$ cat config.mk
export PLATFORM = sky130hd
export DESIGN_NAME = osc_voice_sequencer
export DESIGN_NICKNAME = d
export VERILOG_FILES = /design/src/rtl/osc_voice_sequencer.sv
export SDC_FILE = /design/constraint.sdc
export NUM_CORES = 1
export LEC_CHECK = 0
export CORE_AREA = 2 2 180 182
export CTS_BUF_LIST = sky130_fd_sc_hd__clkbuf_4
export CTS_CLUSTER_SIZE = 16
export DETAILED_ROUTE_END_ITERATION = 6
export DIE_AREA = 0 0 182 184
export PLACE_DENSITY = 0.68
export SYNTH_ARGS = -nofsm -noshare
export SYNTH_HDL_FRONTEND = slang
export SYNTH_SLANG_ARGS = --single-unit
$ cat constraint.sdc
create_clock -name clk -period 19.3 [get_ports clk]
set_input_delay 2.895 -clock clk [delete_from_list [all_inputs] [get_ports clk]]
set_output_delay 2.895 -clock clk [all_outputs]
set_load 0.01 [all_outputs]
$ cat src/rtl/osc_voice_sequencer.sv
// Shares one synchronous-read sine table across NUM_VOICES phase accumulators.
// Each sample_tick produces one summed sample, strobed on mix_valid.
module osc_voice_sequencer #(
    parameter int NUM_VOICES = 4,
    parameter int PHASE_W    = 32,
    parameter int ADDR_W     = 10,
    parameter int DATA_W     = 16,
    localparam int VIDX_W    = $clog2(NUM_VOICES),
    localparam int MIX_W     = DATA_W + VIDX_W
) (
    input  logic                  clk,
    input  logic                  reset,
    input  logic                  sample_tick,
    input  logic                  cfg_we,
    input  logic [VIDX_W-1:0]     cfg_voice,
    input  logic [PHASE_W-1:0]    cfg_fcw,
    input  logic [NUM_VOICES-1:0] voice_mute,
    output logic                  rom_en,
    output logic [ADDR_W-1:0]     rom_addr,
    input  logic [DATA_W-1:0]     rom_data,
    output logic [MIX_W-1:0]      mix_out,
    output logic                  mix_valid,
    output logic                  busy,
    output logic                  overrun
);

    // state | meaning
    // IDLE  | waiting for sample_tick
    // RUN   | issuing one table read per voice, advancing its phase
    // DRAIN | last read in flight in the table
    // DONE  | last sample captured, mix_out updated
    typedef enum logic [1:0] {S_IDLE, S_RUN, S_DRAIN, S_DONE} state_t;

    localparam logic [VIDX_W-1:0] LAST_VOICE = VIDX_W'(NUM_VOICES - 1);

    state_t state, state_nxt;

    logic [PHASE_W-1:0] phase [NUM_VOICES];
    logic [PHASE_W-1:0] fcw   [NUM_VOICES];
    logic [VIDX_W-1:0]  vidx;
    logic [VIDX_W-1:0]  rom_voice;
    logic [VIDX_W-1:0]  cap_voice;
    logic               cap_valid;
    logic [MIX_W-1:0]   acc;
    logic [MIX_W-1:0]   term;
    logic [MIX_W-1:0]   acc_sum;

    always_ff @(posedge clk or posedge reset) begin
        if (reset) state <= S_IDLE;
        else       state <= state_nxt;
    end

    always_comb begin
        state_nxt = state;
        busy      = 1'b0;
        case (state)
            S_IDLE:  if (sample_tick) state_nxt = S_RUN;
            S_RUN: begin
                busy = 1'b1;
                if (vidx == LAST_VOICE) state_nxt = S_DRAIN;
            end
            S_DRAIN: begin
                busy      = 1'b1;
                state_nxt = S_DONE;
            end
            S_DONE:  state_nxt = S_IDLE;
            default: state_nxt = S_IDLE;
        endcase
    end

    // Muting applies at capture time; the voice's phase still advances.
    always_comb begin
        term = '0;
        if (!voice_mute[cap_voice]) term = {{VIDX_W{rom_data[DATA_W-1]}}, rom_data};
        acc_sum = acc + term;
    end

    always_ff @(posedge clk or posedge reset) begin
        if (reset) begin
            for (int i = 0; i < NUM_VOICES; i++) begin
                phase[i] <= '0;
                fcw[i]   <= '0;
            end
            vidx      <= '0;
            rom_voice <= '0;
            cap_voice <= '0;
            cap_valid <= 1'b0;
            acc       <= '0;
            rom_en    <= 1'b0;
            rom_addr  <= '0;
            mix_out   <= '0;
            mix_valid <= 1'b0;
            overrun   <= 1'b0;
        end else begin
            rom_en    <= 1'b0;
            mix_valid <= 1'b0;
            cap_valid <= rom_en;
            cap_voice <= rom_voice;

            if (cfg_we) fcw[cfg_voice] <= cfg_fcw;

            if (state == S_IDLE && sample_tick) begin
                acc  <= '0;
                vidx <= '0;
            end

            // Address comes from the pre-update phase; a coincident cfg write
            // only takes effect on the next frame because fcw is read here.
            if (state == S_RUN) begin
                rom_en      <= 1'b1;
                rom_addr    <= phase[vidx][PHASE_W-1 -: ADDR_W];
                rom_voice   <= vidx;
                phase[vidx] <= phase[vidx] + fcw[vidx];
                vidx        <= vidx + VIDX_W'(1);
            end

            if (cap_valid) acc <= acc_sum;

            if (state == S_DONE) begin
                mix_out   <= acc_sum;
                mix_valid <= 1'b1;
            end

            if (sample_tick && state != S_IDLE) overrun <= 1'b1;
        end
    end

endmodule

-- Word-level counts from Yosys, hierarchy flattened
Index checks and enable logic that the tools add are counted.
- register bits after elaboration: 314
- logic and storage cells: 70
- $add $sub $neg: 3
- order comparisons: 5
- equal/unequal tests: 6
- mux-type cells: 25
- bitwise logic cells: 2
- reduce and logical (&&, ||, !) cells: 10
- operators by type and width (kind ; number):
    bitwise mux 128 bit ; 2
    two-way mux 32 bit ; 6
    binary-select mux 32 bit (select 2 bit) ; 2
    demux 32 bit (select 2 bit) ; 2
    two-way mux 18 bit ; 3
    adder 32 bit ; 1
    adder 18 bit ; 1
    two-way mux 2 bit ; 4
    case mux 2 bit (4 select lines) ; 1
    == test 2 bit (second input constant) ; 3
    >= comparator 3 bit (second input constant) ; 2
    < comparator 3 x 1 -> 1 bit (second input constant) ; 2
    NOT 2 -> 3 bit ; 2
    nonzero test 2 bit ; 3
    logical AND 1 bit ; 4
    two-way mux 1 bit ; 4
    != test 2 bit (second input constant) ; 2
    < comparator 2 x 3 -> 1 bit (second input constant) ; 1
    adder 2 x 1 -> 2 bit (second input constant) ; 1
    binary-select mux 1 bit (select 2 bit) ; 1
    == test 2 x 1 -> 1 bit (second input constant) ; 1
    zero test 2 bit ; 1
    AND reduction 2 bit ; 1
    OR reduction 2 bit ; 1

-- Depth between registers and ports, before layout
Gate-level depths: netlist of the first run.
- word-level depth: 6
- mapped depth: 15

-- Worst setup path before layout of the first run
OpenSTA, ideal clock, no wires.
- kind: input port to flip-flop
- from: input port voice_mute[1]
- to: register mix_out[16]
- setup time: 0.125 ns
- data arrival time: 5.869 ns
- data required time: 19.175 ns
- path slack: 13.307 ns
- stages on the path: 13
- path buffers: 1
- cells stage by stage: mux4_2 clkbuf_1 nor2b_1 ha_1 fa_1 a21o_1 a21oi_1 o21bai_1 a2111oi_2 nor3_1 a2111oi_2 xnor2_1 mux2_2
- longest elaborated chain between the ends: 4
- ends and longest elaborated chain (element ; RTL line ; RTL):
    start, declared ; 17 ; input logic [NUM_VOICES-1:0] voice_mute,
    binary-select mux 1 bit (select 2 bit) ; 74 ; if (!voice_mute[cap_voice]) term = {{VIDX_W{rom_data[DATA_W-1]}}, rom_data};
    two-way mux 1 bit (not written as such) ; 74 ;
    two-way mux 18 bit ; 74 ;
    adder 18 bit ; 75 ; acc_sum = acc + term;
    end signal, assigned ; 120 ; mix_out <= acc_sum;
    end, declared ; 21 ; output logic [MIX_W-1:0] mix_out,
Every way passes these cells. The select of a mux whose other input is x is not followed.
A chain may end at the register's enable or synchronous reset.

-- Final worst setup path of the first run
Same ends and word-level chain as after synthesis.

==> impl_results.md, run 1 <==
* I/O Buffers at 89
* Total power draw at 3.561 mW
* Post-CTS Hold Buffers at 0
* Fillcell total at 2650
* Largest stage delay on the critical path at 0.49 ns
* DRC violations left at 0
* Post-DR vias/cell at 5.697
* Final setup fails at 0
* Final #Nets at 1432
* Num CTS Buffers at 86
* CP Launch Type: input port
* Setup TNS at 0 ns
* Worst Setup Slack, final at 13.38 ns
* Syn Area/Cell at 13.20 um2
* First-pass GRT wire length at 54.67 mm
* Post-synthesis adder-cell area fraction at 4.737%
* Placed insts at 1630
* Max VDD drop at 0.08193 mV
* WP data required at 19.89 ns
* Async SR Flop Fraction at 100.0%
* Clk sink count at 314
* Pin count of the biggest net entering global routing at 197
* Max-Cap Viols at 0
* Max Freq at 0.1689 GHz
* Bufs and invs on worst path at 1
* H-tree depth at 3
* Cell count after synthesis at 1185
* Placement row count at 65
* CP top delay family: compound AO/OA/AOI/OAI gates
* Setup Buffers After CTS at 0
* IO Pins at 90
* Final Slew Violations at 0
* Final hold slack at 0.3795 ns
* Drt wl/cell at 18.28 um
* Power per cell area at 197.4 mW/mm2
* Layout cell share with drive strength beyond 1 at 33.70%
* Crit path cell chain: clkdlybuf4s50_1 > mux4_2 > nor2b_1 > ha_1 > fa_1 > a21o_1 > a21oi_1 > o21bai_1 > a2111oi_2 > nor3_1 > a2111oi_2 > xnor2_1 > mux2_2
* Post-synthesis mux area share at 26.56%
* Finished Cell Area at 0.01804 mm2
* Initial antenna violation count at 1
* Vias in the first global route at 10589
* Post-Route Skew at 0.06927 ns
* Post-synthesis compound-gate area fraction at 8.738%
* Detailed Routing Iterations Pass 1 at 5
* Initial DRC count at 541
* Crit end category: register
* Routability Congestion at 0.8570
* RSZ-0062 raised after global routing: false
* Die W at 182 um
* Static Leak at 7.881 nW
* Clk root buf: clkbuf_4
* Final hold vios at 0
* Yosys cell types at 54
* Worst setup slack after placement at 12.66 ns
* Grt total ovfl at 0
* Finished Layout Cells at 1780
* Starting Density at 49.81%
* Reg clk slew, reported paths at 0.08 ns
* Clk_lat worst skew at 0.74 ns
* Core box area at 0.03139 mm2
* Detailed Route WL at 32.54 mm
* Max FO, Critical Path at 16
* CP max stage cell: a2111oi_2
* Area grow syn2layout at 15.36%
* Mapped Nets at 1301
* Post-Synth XOR/XNOR Area at 2.521%
* Most used cell, CP: a2111oi_2
* CTS Buffer Depth at 3
* Slew of the pin with the lowest slew margin at 1.135 ns
* Simple-gate share of the synthesized area at 5.481%
* Util after Layout at 57.46%
* DRT antenna net count at 0
* Post-synth EDFFs at 0
* Max_slew headroom at 24.33%
* Die Y at 184 um
* Sequential area share after synthesis at 50.25%
* Main synth FF type: dfrtp_1
* Worst EP arrival at 6.51 ns
* Tmin final at 5.922 ns
* Ys Warns at 0
* Seq cells post-synth at 314
* Cts repair resizes at 0
* Post-synthesis cell area at 0.01564 mm2
* HPWL Detailed at 20.29 mm
* CTS tree: built
* Status: complete, no violations
* Hold WC Path Type: reg2reg
* Total number of vias at 10140
* Die area at 0.03349 mm2
* Gr usage total at 20.42%
* Placed inst area at 0.01694 mm2
* Period utilization at 30.68%
* Largest family of logic cells by synthesized area: multiplexers
* Setup CP Type: in2reg
-- routing by layer --
metal  global-route usage (%)  vias up  wire length (um)
li1                         -     4697                 -
met1                    27.38     5185             14900
met2                    33.53      198             15720
met3                    3.368       60              1078
met4                    8.065        0               835
met5                        0        -                 0
-- placed cells by master, fill, tap and decap left out, types with 4 or more instances in the layout --
master / n
dfrtp_1: 312
mux2_2: 237
clkbuf_4: 128
clkdlybuf4s50_1: 89
nand2_1: 86
o21ai_0: 67
mux4_2: 65
ha_1: 56
a21oi_1: 49
xnor2_1: 37
nor2_1: 27
a21o_1: 21
nor2b_1: 21
a22o_1: 16
clkinv_1: 16
o21bai_1: 14
inv_1: 12
nand3_1: 12
buf_4: 10
nor3_1: 9
xor2_1: 8
o21a_1: 7
nand4_1: 5
o211ai_1: 5
o31ai_1: 5
nand2b_1: 4
and3_1: 4
-- registers in the layout (all words and copies together), names as in the netlist --
signal,count
mix_out,18
state,2
phase,128
overrun,1
vidx,2
rom_addr,10
acc,18
cap_valid,1
mix_valid,1
rom_en,1
rom_voice,2
fcw,128
cap_voice,2
-- synthesized netlist by cell type, types with 2 or more instances --
library cell  instances  area, um2
buf_2                 4      20.02
and4_1                3      26.28
a21oi_1              50      250.2
o21bai_1             14      105.1
fa_1                  2      40.04
a211o_1               3      26.28
nand3_1              13      65.06
dfrtp_1             314       7858
a22o_1               16      140.1
ha_1                 56      700.7
or2_2                 3      18.77
a31oi_1               3      18.77
inv_1                13      48.80
nand4_1               5      31.28
o21ai_0              67      335.3
a21o_1               21      157.7
xor2_1                8      70.07
nand2_1              86      322.8
nand3b_1              2      15.01
or3_1                 2      12.51
mux4_2               65       1464
o31ai_1               5      37.54
nor2b_1              21      131.4
a21boi_0              2      15.01
o211ai_1              5      37.54
o21a_1                7      52.55
nor2_1               27      101.4
o41ai_1               2      17.52
xnor2_1              37      324.1
a2111oi_2             2      30.03
and3_1                4      25.02
a211oi_2              2      25.02
nor3_1                9      45.04
clkbuf_1             40      150.1
mux2i_1               2      20.02
buf_1                13      48.80
nand2b_1              4      25.02
mux2_2              237       2669
-- cell families after synthesis --
group / Yosys count
simple gates: 184
compound gates: 210
buf+inv: 70
flops: 314
fa+ha+maj: 58
xor+xnor: 45
mux: 304
-- power breakdown --
part,switching [mW],leakage [nW],internal [mW]
registers,0.151,3.81,0.899
clock network,0.269,0.651,0.328
logic,1.01,3.42,0.903
-- path summary, 6_finish.rpt --
path,slack (ns),cells after the start,to,from
min in group asynchronous,2.70,2,mix_out[7],reset
worst max register to register,14.54,11,phase[124],vidx[0]
max in group asynchronous,14.93,3,vidx[1],reset
worst max-delay path,13.38,13,mix_out[16],voice_mute[1]
worst min register to register,0.38,0,cap_voice[0],rom_voice[0]
worst min-delay path,0.38,0,cap_voice[0],rom_voice[0]
-- area by class of cell --
type                       count  area (um2)  share of cell area (%)
clock inverter                21       140.1                  0.7769
timing repair buffer         100       985.9                   5.466
inverter                      13       56.30                  0.3121
multi-input combinational    801        7525                   41.71
tap                          402       503.0                   2.788
clock buffer                 128       960.9                   5.327
sequential                   314        7865                   43.60
antenna                        1       2.502                 0.01387
No activity file was read; power rests on OpenSTA's default activity.
==> inputs of run 2 (changes only) <==
==> constraint.sdc (replaced) <==
create_clock -name clk -period 5.9 [get_ports clk]
set_input_delay 0.885 -clock clk [delete_from_list [all_inputs] [get_ports clk]]
set_output_delay 0.885 -clock clk [all_outputs]
set_load 0.01 [all_outputs]
==> run 2 against run 1 <==
Final cell count grew 0.67%. Die area unchanged. Critical path depth fell by 2. Count of clock-buffer cells in the layout increased by 2. First-iteration DRC count is 12% lower. Wire length is 2.2% lower. Largest cell class unchanged. Critical endpoint is now phase[30]. Flip-flop and latch count unchanged. Sequential power rose to 3.3 times the previous value. Via count is 1.7% lower.
==> impl_results.md, run 2 (same netlist as run 1, synthesis figures left out) <==
* Status: complete, no violations
* Worst setup slack after placement at 1.256 ns
* Slew of the pin with the lowest slew margin at 1.118 ns
* Hold WC Path Type: reg2reg
* H-tree depth at 3
* Core box area at 0.03139 mm2
* Period utilization at 73.88%
* Most frequent cells in the layout: dfrtp_1 (312), mux2_2 (237), clkbuf_4 (130)
* Power per cell area at 643.6 mW/mm2
* WP data required at 6.53 ns
* Vias in the first global route at 10429
* Worst Setup Slack, final at 1.541 ns
* Cts repair resizes at 0
* Max_slew headroom at 25.22%
* Final hold vios at 0
* Detailed Routing Iterations Pass 1 at 5
* Routability Congestion at 0.8449
* Num CTS Buffers at 86
* Pin count of the biggest net entering global routing at 158
* Crit path cell chain: mux4_2 > ha_1 > fa_1 > a211oi_2 > o21a_1 > nor3_1 > or4_4 > a31oi_4 > nand2_2 > o311a_1 > mux2_2
* Crit end category: register
* Setup Buffers After CTS at 0
* DRC violations left at 0
* Gr usage total at 20.04%
* Final hold slack at 0.3781 ns
* Clk root buf: clkbuf_4
* Clk_lat worst skew at 0.75 ns
* Initial antenna violation count at 2
* Most common cell after layout, fill and taps aside: dfrtp_1
* Max FO, Critical Path at 42
* Setup CP Type: reg2reg
* Max Freq at 0.2294 GHz
* Biggest regs: fcw x128, phase x128
* Layout cell share with drive strength beyond 1 at 33.96%
* Clk sink count at 314
* First-pass GRT wire length at 53.55 mm
* IO Pins at 90
* I/O Buffers at 89
* Post-CTS Hold Buffers at 0
* Total power draw at 11.63 mW
* Max-Cap Viols at 0
* Tmin final at 4.359 ns
* CP max stage cell: dfrtp_4
* Max VDD drop at 0.2615 mV
* DRT antenna net count at 0
* CTS tree: built
* Placed insts at 1633
* Die Y at 184 um
* Largest stage delay on the critical path at 0.96 ns
* Starting Density at 49.81%
* Util after Layout at 57.55%
* Setup TNS at 0 ns
* Worst EP arrival at 4.99 ns
* Static Leak at 7.905 nW
* CP Launch Type: register
* Finished Layout Cells at 1792
* Grt total ovfl at 0
* Reg clk slew, reported paths at 0.07 ns
* Initial DRC count at 478
* Area grow syn2layout at 15.54%
* Die area at 0.03349 mm2
* Final #Nets at 1435
* Final setup fails at 0
* Final Slew Violations at 0
* Finished Cell Area at 0.01807 mm2
* HPWL Detailed at 20.54 mm
* Placement row count at 65
* Die W at 182 um
* Post-DR vias/cell at 5.560
* Total number of vias at 9964
* RSZ-0062 raised after global routing: false
* Placed inst area at 0.01695 mm2
* Post-Route Skew at 0.05730 ns
* CTS Buffer Depth at 3
* Drt wl/cell at 17.76 um
* Detailed Route WL at 31.83 mm
[run 2: cell types whose count changed in the layout (fill, tap and decap cells not counted), moves of 2 or more]
cell | before | now
buf_4 | 10 | 13
diode_2 | 1 | 3
clkbuf_4 | 128 | 130
clkinv_2 | 0 | 4
clkinv_1 | 16 | 19
[run 2: worst paths after layout]
check,end,start,depth (start not counted),slack [ns]
worst min register to register,cap_valid,rom_en,0,0.38
max in group asynchronous,vidx[1],reset,3,3.91
min in group asynchronous,mix_out[2],reset,2,0.52
worst min-delay path,cap_valid,rom_en,0,0.38
worst max-delay path,phase[30],vidx[0],11,1.54
worst max register to register,phase[30],vidx[0],11,1.54
[run 2: layer usage]
| layer | vias up | global-route usage (%) | wire length (um) |
|---|---|---|---|
| met4 | 0 | 6.484 | 490 |
| met5 | - | 0 | 0 |
| met1 | 5024 | 26.74 | 14610 |
| met3 | 44 | 4.160 | 1224 |
| met2 | 180 | 33.08 | 15510 |
| li1 | 4716 | - | - |
[run 2: power breakdown]
group	total [mW]	switching, mW	internal (mW)
Sequential	3.46	0.521	2.94
Combinational	6.23	3.27	2.95
Clock	1.94	0.890	1.05
Total	11.6	4.68	6.94
[run 2: worst max-delay path: cells and delay by family, from the launching register on]
family / cells / cell delay [ns]
AO/OA/AOI/OAI: 4 / 0.96
adder cells (fa/ha/maj): 2 / 0.71
flip-flops: 1 / 0.96
multiplexers: 2 / 0.87
AND/OR/NAND/NOR: 3 / 0.74
[run 2: final cells by class]
type,count,area (um2)
fill,2630,13330
sequential,314,7865
multi-input combinational,801,7525
timing repair buffer,103,1008
clock buffer,130,975.9
tap,402,503.0
clock inverter,26,128.9
inverter,13,52.55
antenna,3,7.507
